$ cat src/rtl/rb_cmd_if.sv
//==============================================================================
// rb_cmd_if: host byte link and register-bank bus seen by the command initiator.
// Rev 1.0
//==============================================================================
`default_nettype none

interface rb_cmd_if #(
   parameter int ADDR_W = 7,
   parameter int DATA_W = 8
);
   logic [7:0]        rx_data;
   logic              rx_valid;
   logic              rx_ready;
   logic [7:0]        tx_data;
   logic              tx_valid;
   logic              tx_ready;
   logic [ADDR_W-1:0] rb_addr;
   logic [DATA_W-1:0] rb_wdata;
   logic              rb_wr;
   logic              rb_rd;
   logic [DATA_W-1:0] rb_rdata;
   logic              rb_rvalid;

   modport master (
      input  rx_data, rx_valid, tx_ready, rb_rdata, rb_rvalid,
      output rx_ready, tx_data, tx_valid, rb_addr, rb_wdata, rb_wr, rb_rd
   );

   modport slave (
      output rx_data, rx_valid, tx_ready, rb_rdata, rb_rvalid,
      input  rx_ready, tx_data, tx_valid, rb_addr, rb_wdata, rb_wr, rb_rd
   );
endinterface

`default_nettype wire

$ cat src/rtl/rb_cmd_initiator.sv
//==============================================================================
// rb_cmd_initiator: decodes host command bytes into register-bank write/read strobes.
// Rev 1.0
//==============================================================================
`default_nettype none

module rb_cmd_initiator #(
   parameter int         ADDR_W       = 7,
   parameter int         DATA_W       = 8,
   parameter int         TIMEOUT      = 16,
   parameter logic [7:0] TIMEOUT_BYTE = 8'hEE
) (
   input  wire logic clk,
   input  wire logic rst,
   rb_cmd_if.master  bus,
   output logic      busy,
   output logic      err_timeout,
   input  wire logic err_clr
);

   localparam int c_CNT_W = (TIMEOUT > 1) ? $clog2(TIMEOUT) : 1;

   localparam logic [2:0] c_IDLE      = 3'd0;
   localparam logic [2:0] c_GET_DATA  = 3'd1;
   localparam logic [2:0] c_WRITE     = 3'd2;
   localparam logic [2:0] c_READ_REQ  = 3'd3;
   localparam logic [2:0] c_READ_WAIT = 3'd4;
   localparam logic [2:0] c_SEND      = 3'd5;

   logic [2:0]         state_q, state_d;
   logic [ADDR_W-1:0]  addr_q;
   logic [DATA_W-1:0]  wdata_q;
   logic [7:0]         txd_q;
   logic [c_CNT_W-1:0] cnt_q;
   logic               err_q;

   logic w_rx_ready, w_tx_valid, w_rb_wr, w_rb_rd, w_busy;
   logic w_rx_fire, w_cnt_last, w_timeout;

   assign w_rx_fire  = bus.rx_valid & w_rx_ready;
   assign w_cnt_last = (cnt_q == c_CNT_W'(TIMEOUT - 1));
   // Bank data arriving on the final wait cycle beats the timeout.
   assign w_timeout  = (state_q == c_READ_WAIT) & ~bus.rb_rvalid & w_cnt_last;

   always_ff @(posedge clk) begin
      if (rst) state_q <= c_IDLE;
      else     state_q <= state_d;
   end

   always_comb begin
      state_d = state_q;
      case (state_q)
         c_IDLE:      if (w_rx_fire) state_d = bus.rx_data[7] ? c_READ_REQ : c_GET_DATA;
         c_GET_DATA:  if (w_rx_fire) state_d = c_WRITE;
         c_WRITE:     state_d = c_IDLE;
         c_READ_REQ:  state_d = c_READ_WAIT;
         c_READ_WAIT: if (bus.rb_rvalid || w_cnt_last) state_d = c_SEND;
         c_SEND:      if (bus.tx_ready) state_d = c_IDLE;
         default:     state_d = c_IDLE;
      endcase
   end

   // rx_ready is masked by rst so no byte is taken while reset is held.
   always_comb begin
      w_rx_ready = 1'b0;
      w_tx_valid = 1'b0;
      w_rb_wr    = 1'b0;
      w_rb_rd    = 1'b0;
      w_busy     = 1'b1;
      case (state_q)
         c_IDLE: begin
            w_rx_ready = ~rst;
            w_busy     = 1'b0;
         end
         c_GET_DATA: w_rx_ready = ~rst;
         c_WRITE:    w_rb_wr    = 1'b1;
         c_READ_REQ: w_rb_rd    = 1'b1;
         c_SEND:     w_tx_valid = 1'b1;
         default:    w_busy     = 1'b1;
      endcase
   end

   always_ff @(posedge clk) begin
      if (rst) begin
         addr_q  <= '0;
         wdata_q <= '0;
         txd_q   <= '0;
         cnt_q   <= '0;
         err_q   <= 1'b0;
      end else begin
         if (state_q == c_IDLE && w_rx_fire)
            addr_q <= bus.rx_data[ADDR_W-1:0];
         if (state_q == c_GET_DATA && w_rx_fire)
            wdata_q <= bus.rx_data[DATA_W-1:0];
         if (state_q == c_READ_REQ)
            cnt_q <= '0;
         else if (state_q == c_READ_WAIT)
            cnt_q <= cnt_q + 1'b1;
         if (state_q == c_READ_WAIT) begin
            if (bus.rb_rvalid) txd_q <= bus.rb_rdata;
            else if (w_cnt_last) txd_q <= TIMEOUT_BYTE;
         end
         if (w_timeout)    err_q <= 1'b1;
         else if (err_clr) err_q <= 1'b0;
      end
   end

   assign bus.rx_ready = w_rx_ready;
   assign bus.tx_valid = w_tx_valid;
   assign bus.tx_data  = txd_q;
   assign bus.rb_addr  = addr_q;
   assign bus.rb_wdata = wdata_q;
   assign bus.rb_wr    = w_rb_wr;
   assign bus.rb_rd    = w_rb_rd;
   assign busy         = w_busy;
   assign err_timeout  = err_q;

endmodule

`default_nettype wire

$ cat src/flat_wrapper.sv
// flat-port wrapper written by rule: the top's interface ports become plain ports
module rb_cmd_initiator_flat 
#(
   parameter int         ADDR_W       = 7,
   parameter int         DATA_W       = 8,
   parameter int         TIMEOUT      = 16,
   parameter logic [7:0] TIMEOUT_BYTE = 8'hEE
)
  (clk, rst, busy, err_timeout, err_clr, bus_rx_data, bus_rx_valid, bus_tx_ready, bus_rb_rdata, bus_rb_rvalid, bus_rx_ready, bus_tx_data, bus_tx_valid, bus_rb_addr, bus_rb_wdata, bus_rb_wr, bus_rb_rd);
  rb_cmd_if #(.ADDR_W(ADDR_W), .DATA_W(DATA_W)) bus_i ();
  input  wire logic clk;
  input  wire logic rst;
  output logic busy;
  output logic err_timeout;
  input  wire logic err_clr;
  input wire logic [$bits(bus_i.rx_data)-1:0] bus_rx_data;
  input wire logic [$bits(bus_i.rx_valid)-1:0] bus_rx_valid;
  input wire logic [$bits(bus_i.tx_ready)-1:0] bus_tx_ready;
  input wire logic [$bits(bus_i.rb_rdata)-1:0] bus_rb_rdata;
  input wire logic [$bits(bus_i.rb_rvalid)-1:0] bus_rb_rvalid;
  output wire logic [$bits(bus_i.rx_ready)-1:0] bus_rx_ready;
  output wire logic [$bits(bus_i.tx_data)-1:0] bus_tx_data;
  output wire logic [$bits(bus_i.tx_valid)-1:0] bus_tx_valid;
  output wire logic [$bits(bus_i.rb_addr)-1:0] bus_rb_addr;
  output wire logic [$bits(bus_i.rb_wdata)-1:0] bus_rb_wdata;
  output wire logic [$bits(bus_i.rb_wr)-1:0] bus_rb_wr;
  output wire logic [$bits(bus_i.rb_rd)-1:0] bus_rb_rd;
  assign bus_i.rx_data = bus_rx_data;
  assign bus_i.rx_valid = bus_rx_valid;
  assign bus_i.tx_ready = bus_tx_ready;
  assign bus_i.rb_rdata = bus_rb_rdata;
  assign bus_i.rb_rvalid = bus_rb_rvalid;
  assign bus_rx_ready = bus_i.rx_ready;
  assign bus_tx_data = bus_i.tx_data;
  assign bus_tx_valid = bus_i.tx_valid;
  assign bus_rb_addr = bus_i.rb_addr;
  assign bus_rb_wdata = bus_i.rb_wdata;
  assign bus_rb_wr = bus_i.rb_wr;
  assign bus_rb_rd = bus_i.rb_rd;
  rb_cmd_initiator #(.ADDR_W(ADDR_W), .DATA_W(DATA_W), .TIMEOUT(TIMEOUT), .TIMEOUT_BYTE(TIMEOUT_BYTE)) u_core (.clk(clk), .rst(rst), .bus(bus_i), .busy(busy), .err_timeout(err_timeout), .err_clr(err_clr));
endmodule
$ cat config.mk
export PLATFORM = sky130hd
export DESIGN_NAME = rb_cmd_initiator_flat
export DESIGN_NICKNAME = d
export VERILOG_FILES = /design/src/rtl/rb_cmd_if.sv /design/src/rtl/rb_cmd_initiator.sv /design/src/flat_wrapper.sv
export SDC_FILE = /design/constraint.sdc
export NUM_CORES = 1
export LEC_CHECK = 0
export CAP_MARGIN = 20
export CELL_PAD_IN_SITES_DETAIL_PLACEMENT = 1
export CELL_PAD_IN_SITES_GLOBAL_PLACEMENT = 1
export CORE_MARGIN = 4
export CORE_UTILIZATION = 33
export DETAILED_ROUTE_END_ITERATION = 16
export GPL_ROUTABILITY_DRIVEN = 0
export PLACE_DENSITY_LB_ADDON = 0.1
export SYNTH_ARGS = -nofsm -noshare
export SYNTH_HDL_FRONTEND = slang
export SYNTH_SLANG_ARGS = --single-unit
$ cat constraint.sdc
create_clock -name clk -period 3.2 [get_ports clk]
set_input_delay 0.48 -clock clk [delete_from_list [all_inputs] [get_ports clk]]
set_output_delay 0.48 -clock clk [all_outputs]
set_load 0.05 [all_outputs]
==> results of run 1 <==
==> final cells by class <==
type,instances,area [µm²],share of cell area
flip-flops and latches,31,621,0.324
inverters,5,18.8,0.00981
clock inverters,2,35.0,0.0183
clock buffers,6,82.6,0.0432
repair buffers,52,513,0.268
well taps,48,60.1,0.0314
multi-input cells,97,583,0.305
==> final timing paths <==
| kind | from | end | slack [ps] | cells after the start |
|---|---|---|---|---|
| max reg2reg | u_core.state_q[2]$_SDFFE_PP0P_ | u_core.bus.tx_data[6]$_SDFFE_PP0P_ | 1240 | 3 |
| min reg2reg | u_core.bus.rb_wdata[1]$_SDFFE_PP0P_ | u_core.bus.rb_wdata[1]$_SDFFE_PP0P_ | 480 | 2 |
| max | u_core.state_q[0]$_SDFFE_PP0P_ | bus_tx_valid | 480 | 4 |
| min | u_core.bus.rb_wdata[1]$_SDFFE_PP0P_ | u_core.bus.rb_wdata[1]$_SDFFE_PP0P_ | 480 | 2 |
==> metrics by stage <==
step | utilization | cells
floorplan | - | 143
global placement | 0.487 | 233
detailed placement | 0.487 | 233
CTS | 0.519 | 241
global route | 0.519 | 241
finish | 0.519 | 241
==> power by group through the flow <==
stage / sequential (mW) / clock, mW / combinational (mW)
2_1_floorplan: 0.439 / 0 / 0.0627
3_3_place_gp: 0.413 / 0 / 0.152
3_5_place_dp: 0.414 / 0 / 0.154
4_1_cts: 0.405 / 0.410 / 0.155
5_1_grt: 0.406 / 0.428 / 0.164
6_report: 0.405 / 0.402 / 0.154
==> state kept, by name, summed over array words and instances (netlist names) <==
name	cells
u_core.bus.rb_addr	7
u_core.bus.rb_wdata	8
u_core.bus.tx_data	8
u_core.cnt_q	4
u_core.err_timeout	1
u_core.state_q	3
==> worst min-delay path, cell delays in order, from the launching register on <==
cell and delay [ps]:
dfxtp_1 310, o21ai_0 60, a21oi_1 60
==> cell usage after synthesis (all sizes together) <==
master	instances	share of area
a21oi	21	0.083
a31oi	1	0.0049
buf	4	0.023
clkbuf	6	0.018
dfxtp	31	0.49
ha	1	0.0098
inv	5	0.015
mux2i	1	0.0079
nand2	5	0.015
nand3	20	0.079
nand3b	2	0.012
nor2	6	0.020
nor3	1	0.0039
nor3b	4	0.024
nor4b	1	0.019
o211ai	1	0.0059
o21ai	20	0.079
o221a	6	0.053
o32a	1	0.0079
or3	3	0.015
or3b	1	0.0069
or4b	1	0.0079
xnor2	1	0.0069
==> kinds of logic (layout without fill, tap and decap cells) <==
logic type	count (synthesis)	in the layout
AOI/OAI and AO/OA	50	50
xor gates and xnor gates	1	1
adders and majority gates	1	1
buffers and inverters	15	65
DFF	31	31
muxes	1	1
and+or+nand+nor	44	44
==> per-layer routing <==
metal	vias up	global-route usage
met1	625	0.192
met4	0	0.0574
met2	37	0.273
met5	-	0
li1	617	-
met3	7	0.0590
==> run metrics, run 1 <==
status completed; Leakage 0.654 nW; Place WS around 800 ps; crit-path cells buf_4, inv_1, nor3b_1, clkdlybuf4s50_1; die span in x 70.1 µm; Nets 215; row count 22; first-pass GRT wire length 6390 µm; max layer used met4; synthesized flop and latch total 31; Slowest-stage cell, CP clkdlybuf4s50_1; Synth Instances 143; Synth warnings 0; Post-DP HPWL between 2000 and 3000 µm; part of the Yosys area used for sequential elements 0.487; Final Cycle Share 0.851; setup TNS 0 ps; gr usage total 0.163; Initial DRC Count 54; crit-path leading delay family buffers and inverters; kind of critical path flop to primary output; via count 1,286; combinational share of power 0.161; Adder-Cell Fraction of Synth Area 0.00982; Initial Util 0.345; f_max roughly 370 MHz; CTS tree yes; vias per inst 5.34; Clk Latency, worst-skew pair 280 ps; Final Hold Viols 0; antenna violations before repair 0; Die Height between 70 and 80 µm; Post-CTS Setup Bufs 0; post-CTS sizing 0; vias in the first global route around 1.3k; PortBufs 50; Net Sw Power approximately 0.25 mW; Seq pwr share 0.421; Setup crit end kind primary output; # diodes 0; # setup viols final 0; max_slew headroom 0.496; post-synthesis compound-gate area fraction 0.233; clock-pin slew on the worst setup and hold paths approximately 70 ps; M1 WL 1750 µm; routed wire length 3850 µm; Cell Int Power approximately 0.71 mW; DRC 0; WP buf/inv 3; final hold slack 483 ps; Power Total 0.962 mW; Layout fillers 445; mux contribution to synthesized area 0.00786; critical path startpoint category flop; crit path DAT approximately 2200 ps; crit path max fanout 24; Post-Route Skew 10.3 ps; final max-slew violation count 0; met3 WL 171 µm; Detail Route Antenna Nets 0; largest net degree at the start of global routing 25; share of cells above drive strength 1 0.0984; Die ar. 4920 µm²; Area growth syn-to-layout 50.2%; RSZ-0062 raised after global routing false; maximum vdd drop approximately 290 µV; hold buffer count at CTS 0; Sw Share 0.264; total congestion overflow 0; WL/cell 16.0 µm; most common cell after layout, fill and taps aside clkdlybuf4s50_1; CP Data Required Time 2720 ps; largest family of logic cells by synthesized area compound AO/OA/AOI/OAI gates; Max-cap violations 0; Final min period 2720 ps; DRT Pass-1 Iters 2; # IOs 51; DR WL met2 1880 µm; Crit path largest cell delay 840 ps; Worst Tran Pin Value 753 ps; clock share of power 0.418; CTS max path bufs 2; Netlist cell types 26; post-route setup slack about 480 ps; xor/xnor share of the synthesized area 0.00688; Mean Syn Cell Area just under 9 µm²; htree depth 2; Tightest Hold Check Type flop to flop; CTS root buffer clkbuf_8; Pwr Density approximately 500 nW/µm²; Mapped Area 1270 µm²; Cell Area, Placed 1800 µm²; design area about 1900 µm²; CTS Sinks 31; CTS Buf Count 5; Syn Nets about 170; core area 3690 µm²; commonest cells after routing, fill and taps aside 49 x clkdlybuf4s50_1, 31 x dfxtp_1, 21 x a21oi_1; Post-Synth Simple-Gate Area 0.200
Power figures use the tool's default switching activity.
==> run 2, diff against run 1 <==
CTS_CLUSTER_DIAMETER = 150   (was unset)
SLEW_MARGIN = 30   (was unset)
==> results of run 2 <==
No change in the layout: final DEF, timing and power equal those of run 1.
